<file path="config.mk">
export PLATFORM = sky130hd
export DESIGN_NAME = serial_adder
export DESIGN_NICKNAME = d
export VERILOG_FILES = /design/src/rtl/serial_adder.sv
export SDC_FILE = /design/constraint.sdc
export NUM_CORES = 1
export LEC_CHECK = 0
export ABC_CLOCK_PERIOD_IN_PS = 2920
export CORE_ASPECT_RATIO = 1.2
export CORE_MARGIN = 1
export CORE_UTILIZATION = 39
export DETAILED_ROUTE_END_ITERATION = 7
export PLACE_DENSITY = 0.66
export SLEW_MARGIN = 20
export SYNTH_ARGS = -nofsm -noshare
export SYNTH_HDL_FRONTEND = slang
export SYNTH_SLANG_ARGS = --single-unit
</file>
<file path="constraint.sdc">
create_clock -name clk -period 2.92 [get_ports clk]
set_input_delay 0.292 -clock clk [delete_from_list [all_inputs] [get_ports clk]]
set_output_delay 0.292 -clock clk [all_outputs]
set_load 0.01 [all_outputs]
</file>
<file path="src/rtl/serial_adder.sv">
// -----------------------------------------------------------------------------
// serial_adder
//   Multi-cycle adder/subtractor. A WIDTH-bit operand pair is processed in
//   DIGIT-bit slices, one slice per clock, least significant slice first.
//   The carry between slices is held in a register. Subtraction is done as
//   a + ~b + ~cin, so cout is NOT borrow-out when sub = 1.
//
//   Parameters
//     WIDTH : operand / result width (>= 1)
//     DIGIT : bits processed per clock (>= 1, must divide WIDTH)
//
//   Ports
//     clk      : clock, rising edge
//     rst      : asynchronous active-high reset
//     start    : request, sampled in IDLE or DONE
//     a, b     : operands, captured on the accepting edge
//     cin      : carry-in (add) / borrow-in (sub), captured on accept
//     sub      : 0 = add, 1 = subtract, captured on accept
//     busy     : high while slices are processed
//     done     : one-cycle pulse, results valid
//     sum      : result register
//     cout     : carry-out (add) / NOT borrow-out (sub)
//     overflow : two's-complement signed overflow
// -----------------------------------------------------------------------------
module serial_adder #(
  parameter int WIDTH = 8,
  parameter int DIGIT = 2
) (
  input  logic             clk,
  input  logic             rst,
  input  logic             start,
  input  logic [WIDTH-1:0] a,
  input  logic [WIDTH-1:0] b,
  input  logic             cin,
  input  logic             sub,
  output logic             busy,
  output logic             done,
  output logic [WIDTH-1:0] sum,
  output logic             cout,
  output logic             overflow
);

  localparam int N  = WIDTH / DIGIT;
  localparam int KW = (N > 1) ? $clog2(N) : 1;
  localparam logic [KW-1:0] K_LAST = KW'(N - 1);
  localparam logic [KW-1:0] K_ONE  = KW'(1);

  typedef enum logic [1:0] {
    S_IDLE = 2'd0,
    S_RUN  = 2'd1,
    S_DONE = 2'd2
  } state_t;

  state_t           state_q, state_d;
  logic [WIDTH-1:0] a_q, a_d;
  logic [WIDTH-1:0] b_q, b_d;        // already inverted for subtraction
  logic             carry_q, carry_d;
  logic [KW-1:0]    k_q, k_d;
  logic [WIDTH-1:0] sum_q, sum_d;
  logic             cout_q, cout_d;
  logic             ovf_q, ovf_d;
  logic             busy_q, done_q;

  logic [31:0]      base_s;
  logic [DIGIT-1:0] a_sl_s;
  logic [DIGIT-1:0] b_sl_s;
  logic [DIGIT:0]   slice_s;
  logic             msb_cin_s;

  // Current slice operands, slice sum and the carry into the slice's top bit.
  always_comb begin
    base_s    = 32'(k_q) * 32'(DIGIT);
    a_sl_s    = a_q[base_s +: DIGIT];
    b_sl_s    = b_q[base_s +: DIGIT];
    slice_s   = {1'b0, a_sl_s} + {1'b0, b_sl_s} + {{DIGIT{1'b0}}, carry_q};
    // Carry into the top bit recovered from its sum bit; for DIGIT = 1 this
    // is carry_q itself, which covers the WIDTH = 1 case as well.
    msb_cin_s = slice_s[DIGIT-1] ^ a_sl_s[DIGIT-1] ^ b_sl_s[DIGIT-1];
  end

  // Next-state and datapath update logic.
  always_comb begin
    state_d = state_q;
    a_d     = a_q;
    b_d     = b_q;
    carry_d = carry_q;
    k_d     = k_q;
    sum_d   = sum_q;
    cout_d  = cout_q;
    ovf_d   = ovf_q;
    case (state_q)
      S_IDLE, S_DONE: begin
        if (start) begin
          a_d     = a;
          b_d     = sub ? ~b : b;
          carry_d = sub ? ~cin : cin;
          k_d     = {KW{1'b0}};
          state_d = S_RUN;
        end else begin
          state_d = S_IDLE;
        end
      end
      S_RUN: begin
        sum_d[base_s +: DIGIT] = slice_s[DIGIT-1:0];
        carry_d                = slice_s[DIGIT];
        if (k_q == K_LAST) begin
          cout_d  = slice_s[DIGIT];
          ovf_d   = msb_cin_s ^ slice_s[DIGIT];
          k_d     = {KW{1'b0}};
          state_d = S_DONE;
        end else begin
          k_d     = k_q + K_ONE;
        end
      end
      default: begin
        state_d = S_IDLE;
      end
    endcase
  end

  // State, operand, result and status registers.
  always_ff @(posedge clk or posedge rst) begin
    if (rst) begin
      state_q <= S_IDLE;
      a_q     <= {WIDTH{1'b0}};
      b_q     <= {WIDTH{1'b0}};
      carry_q <= 1'b0;
      k_q     <= {KW{1'b0}};
      sum_q   <= {WIDTH{1'b0}};
      cout_q  <= 1'b0;
      ovf_q   <= 1'b0;
      busy_q  <= 1'b0;
      done_q  <= 1'b0;
    end else begin
      state_q <= state_d;
      a_q     <= a_d;
      b_q     <= b_d;
      carry_q <= carry_d;
      k_q     <= k_d;
      sum_q   <= sum_d;
      cout_q  <= cout_d;
      ovf_q   <= ovf_d;
      busy_q  <= (state_d == S_RUN);
      done_q  <= (state_d == S_DONE);
    end
  end

  assign busy     = busy_q;
  assign done     = done_q;
  assign sum      = sum_q;
  assign cout     = cout_q;
  assign overflow = ovf_q;

endmodule

</file>
==> key figures, run 1 <==
Synth
  • Syn_nets: 157
  • Synth Instances: 128
  • Synthesis-stage register bit count: 33
  • Mapped Area: 0.00161 mm2
  • Syn_area_per_cell: 12.6 um2
  • Sequential area share after synthesis: 0.512
  • Warnings, synthesis: 0
  • Post-synth cell types: 28

STA
  • Sum of negative setup slack: 0 ns
  • Clock Skew: 0.00775 ns
  • Final period util: 0.951
  • RSZ-0062 raised after global routing: false
  • Worst setup margin: 0.143 ns
  • Minimum clock period: 2.78 ns
  • Measured slew at the worst slew-check pin: 0.453 ns
  • Final setup fails: 0
  • Slew HR: 0.697
  • Max Clock Freq: 360 MHz
  • Final hold viol count: 0
  • Final Max Slew Viols: 0

Power
  • Power Internal: 1.58 mW
  • Power density over the cells: 1150 mW/mm2
  • Max IR drop VDD: 0.527 mV
  • Comb pwr share: 0.531
  • Net Sw Frac: 0.344
  • Reg power frac: 0.327
  • Switching pwr: 0.827 mW
  • Clock power share: 0.142
  • Lkg Pwr: 0.929 nW

Floorplan
  • Row cnt: 25
  • Ports: 33
  • Die area: 0.00440 mm2
  • Starting Density: 0.410
  • Chip width: 60.7 um
  • Core area: 0.00394 mm2
  • Die Y: 72.5 um

Layout
  • Most frequent cells in the layout: 33 x dfrtp_1, 32 x clkdlybuf4s50_1, 12 x nand2_1
  • Commonest non-fill, non-tap cell in the layout: dfrtp_1
  • Share of layout cells above drive strength 1: 0.138
  • Area grow syn2layout: 29.8%
  • Final nets: 196
  • Fill count: 377
  • Antenna cells: 0

Clock network
  • Post-CTS sizing: 0
  • Total CTS buffers: 5
  • Later-pin clock latency in the skew report: 0.28 ns
  • Root Driver: clkbuf_8
  • CTS tree: built
  • Hold-fix buffers, CTS: 0
  • Clock Tree Buf Depth: 2
  • CTS sink cnt: 33
  • Max H-tree Level: 2
  • Clock transition at path regs: 0.07 ns
  • # Post-CTS Setup Buffers: 0

Run status
  • Outcome: finished clean

Setup path
  • Crit end category: flip-flop
  • Worst R2R Start: k_q[0]
  • Setup CP Type: reg2reg
  • Crit Path Max Fanout: 4
  • Startpoint types: flip-flop
  • R2R depth: 6
  • Worst r2r dst: overflow
  • CP Data Required Time: 3.13 ns
  • Critical path arrival: 2.99 ns
  • R2r setup slk: 0.14 ns

GRT
  • Vias in the first global route: 1106
  • First-pass GRT wire length: 4.76 mm
  • Pin count of the biggest net entering global routing: 34
  • Antenna violations before repair: 0
  • Gr usage total: 0.150
  • Total gr overflow: 0

Route
  • Final WL: 2.84 mm
  • DRC viols: 0
  • Per-cell routed wire length: 12.9 um
  • Via Count: 1073
  • DRT Pass-1 Iters: 4
  • Post-route ant nets: 0
  • DRT iter0 DRCs: 45
  • Vias/cell: 4.86

Placed design
  • PortBufs: 32
  • Post-placement worst setup slack: 0.121 ns
  • GPL Wtd Cong: 0.758
  • Final HPWL DP: 2.23 mm

Worst hold path
  • Worst hold-check path type: in2async

Job
  • Max-cap viol count: 0
stage by stage:
step	power, mW	instances	hold WS (ns)	cell area (um2)	util
final	2.41	221	0.402	2100	0.532
after global placement	2.05	214	0.460	2010	0.510
after global routing	2.59	221	0.443	2100	0.532
after detailed placement	2.10	214	0.467	2010	0.510
after CTS	2.44	221	0.416	2100	0.532
after floorplan	1.72	128	0.421	1610	-
power by group through the flow:
stage | registers (mW) | logic [mW] | clock network (mW)
global route | 0.817 | 1.41 | 0.366
finish | 0.787 | 1.28 | 0.342
detailed placement | 0.799 | 1.30 | 0
CTS | 0.791 | 1.30 | 0.349
floorplan | 0.792 | 0.923 | 0
global placement | 0.785 | 1.27 | 0
cell type report:
type | instances | area (um2) | area share
multi-input cells | 84 | 736 | 0.351
flip-flops and latches | 33 | 826 | 0.394
well taps | 54 | 67.6 | 0.0322
clock buffers | 7 | 86.3 | 0.0412
repair buffers | 37 | 358 | 0.171
inverters | 6 | 22.5 | 0.0107
kinds of logic (layout without fill, tap and decap cells):
logic type               Yosys count  in the layout  share of synthesized area
AO/OA/AOI/OAI                     20             20                     0.0814
XOR/XNOR                          11             11                     0.0682
buffers and inverters             11             50                     0.0326
adder cells (fa/ha/maj)            8              8                     0.0713
flip-flops                        33             33                      0.512
multiplexers                      15             15                      0.140
AND/OR/NAND/NOR                   30             30                     0.0954
how the worst max path moves through the flow:
| stage | from | endpoint | slack, ns |
|---|---|---|---|
| after detailed placement | k_q[0] | overflow | 0.12 |
| after global routing | k_q[0] | overflow | 0.008 |
| after CTS | k_q[0] | overflow | 0.11 |
| final | k_q[0] | overflow | 0.14 |
| after floorplan | k_q[0] | overflow | 0.14 |
| after global placement | k_q[0] | overflow | 0.17 |
sequential cells by signal, summed over array words and instances, names as in the netlist:
signal    count
b_q           8
carry_q       1
cout          1
a_q           8
state_q       2
busy          1
sum           8
overflow      1
k_q           2
done          1
synth_stat cells:
master,count,area share
buf_6,1,0.0070
a22o_1,5,0.027
o21ai_0,10,0.031
dfrtp_1,33,0.51
ha_1,6,0.047
nor2_1,3,0.0070
nor4_1,1,0.0039
nor2b_1,1,0.0039
a221o_1,1,0.0062
clkbuf_1,1,0.0023
nor3_1,1,0.0031
and2_1,1,0.0039
o31ai_1,3,0.014
inv_1,6,0.014
nand2b_1,5,0.019
nand3b_1,4,0.019
nand3_1,1,0.0031
fa_1,2,0.025
or2b_1,1,0.0047
xnor2_1,9,0.049
mux2_2,11,0.077
nand2_1,12,0.028
xnor3_1,1,0.014
mux4_1,3,0.049
buf_2,3,0.0093
o21ai_1,1,0.0031
xor2_1,1,0.0054
mux4_2,1,0.014
critical path, cell delays in order, from the launching register on:
cell	delay, ns
dfrtp_1	0.41
mux4_1	0.61
fa_1	0.43
fa_1	0.59
xor2_1	0.16
xnor3_1	0.39
o21ai_1	0.12
layer usage:
metal	track usage	vias to the layer above	wire, um
met1	0.160	513	1080
met2	0.260	34	1560
li1	-	522	-
met4	0.0606	0	34
met5	0	-	0
met3	0.0553	4	159
(Power assumes the default switching activity.)
==> run 2, diff against run 1 <==
- CTS_CLUSTER_DIAMETER: unset -> 150
- CTS_CLUSTER_SIZE: unset -> 40
- SLEW_MARGIN: 20 -> unset
==> results of run 2 <==
Same layout as run 1: the final DEF is identical, and so are final timing and power.
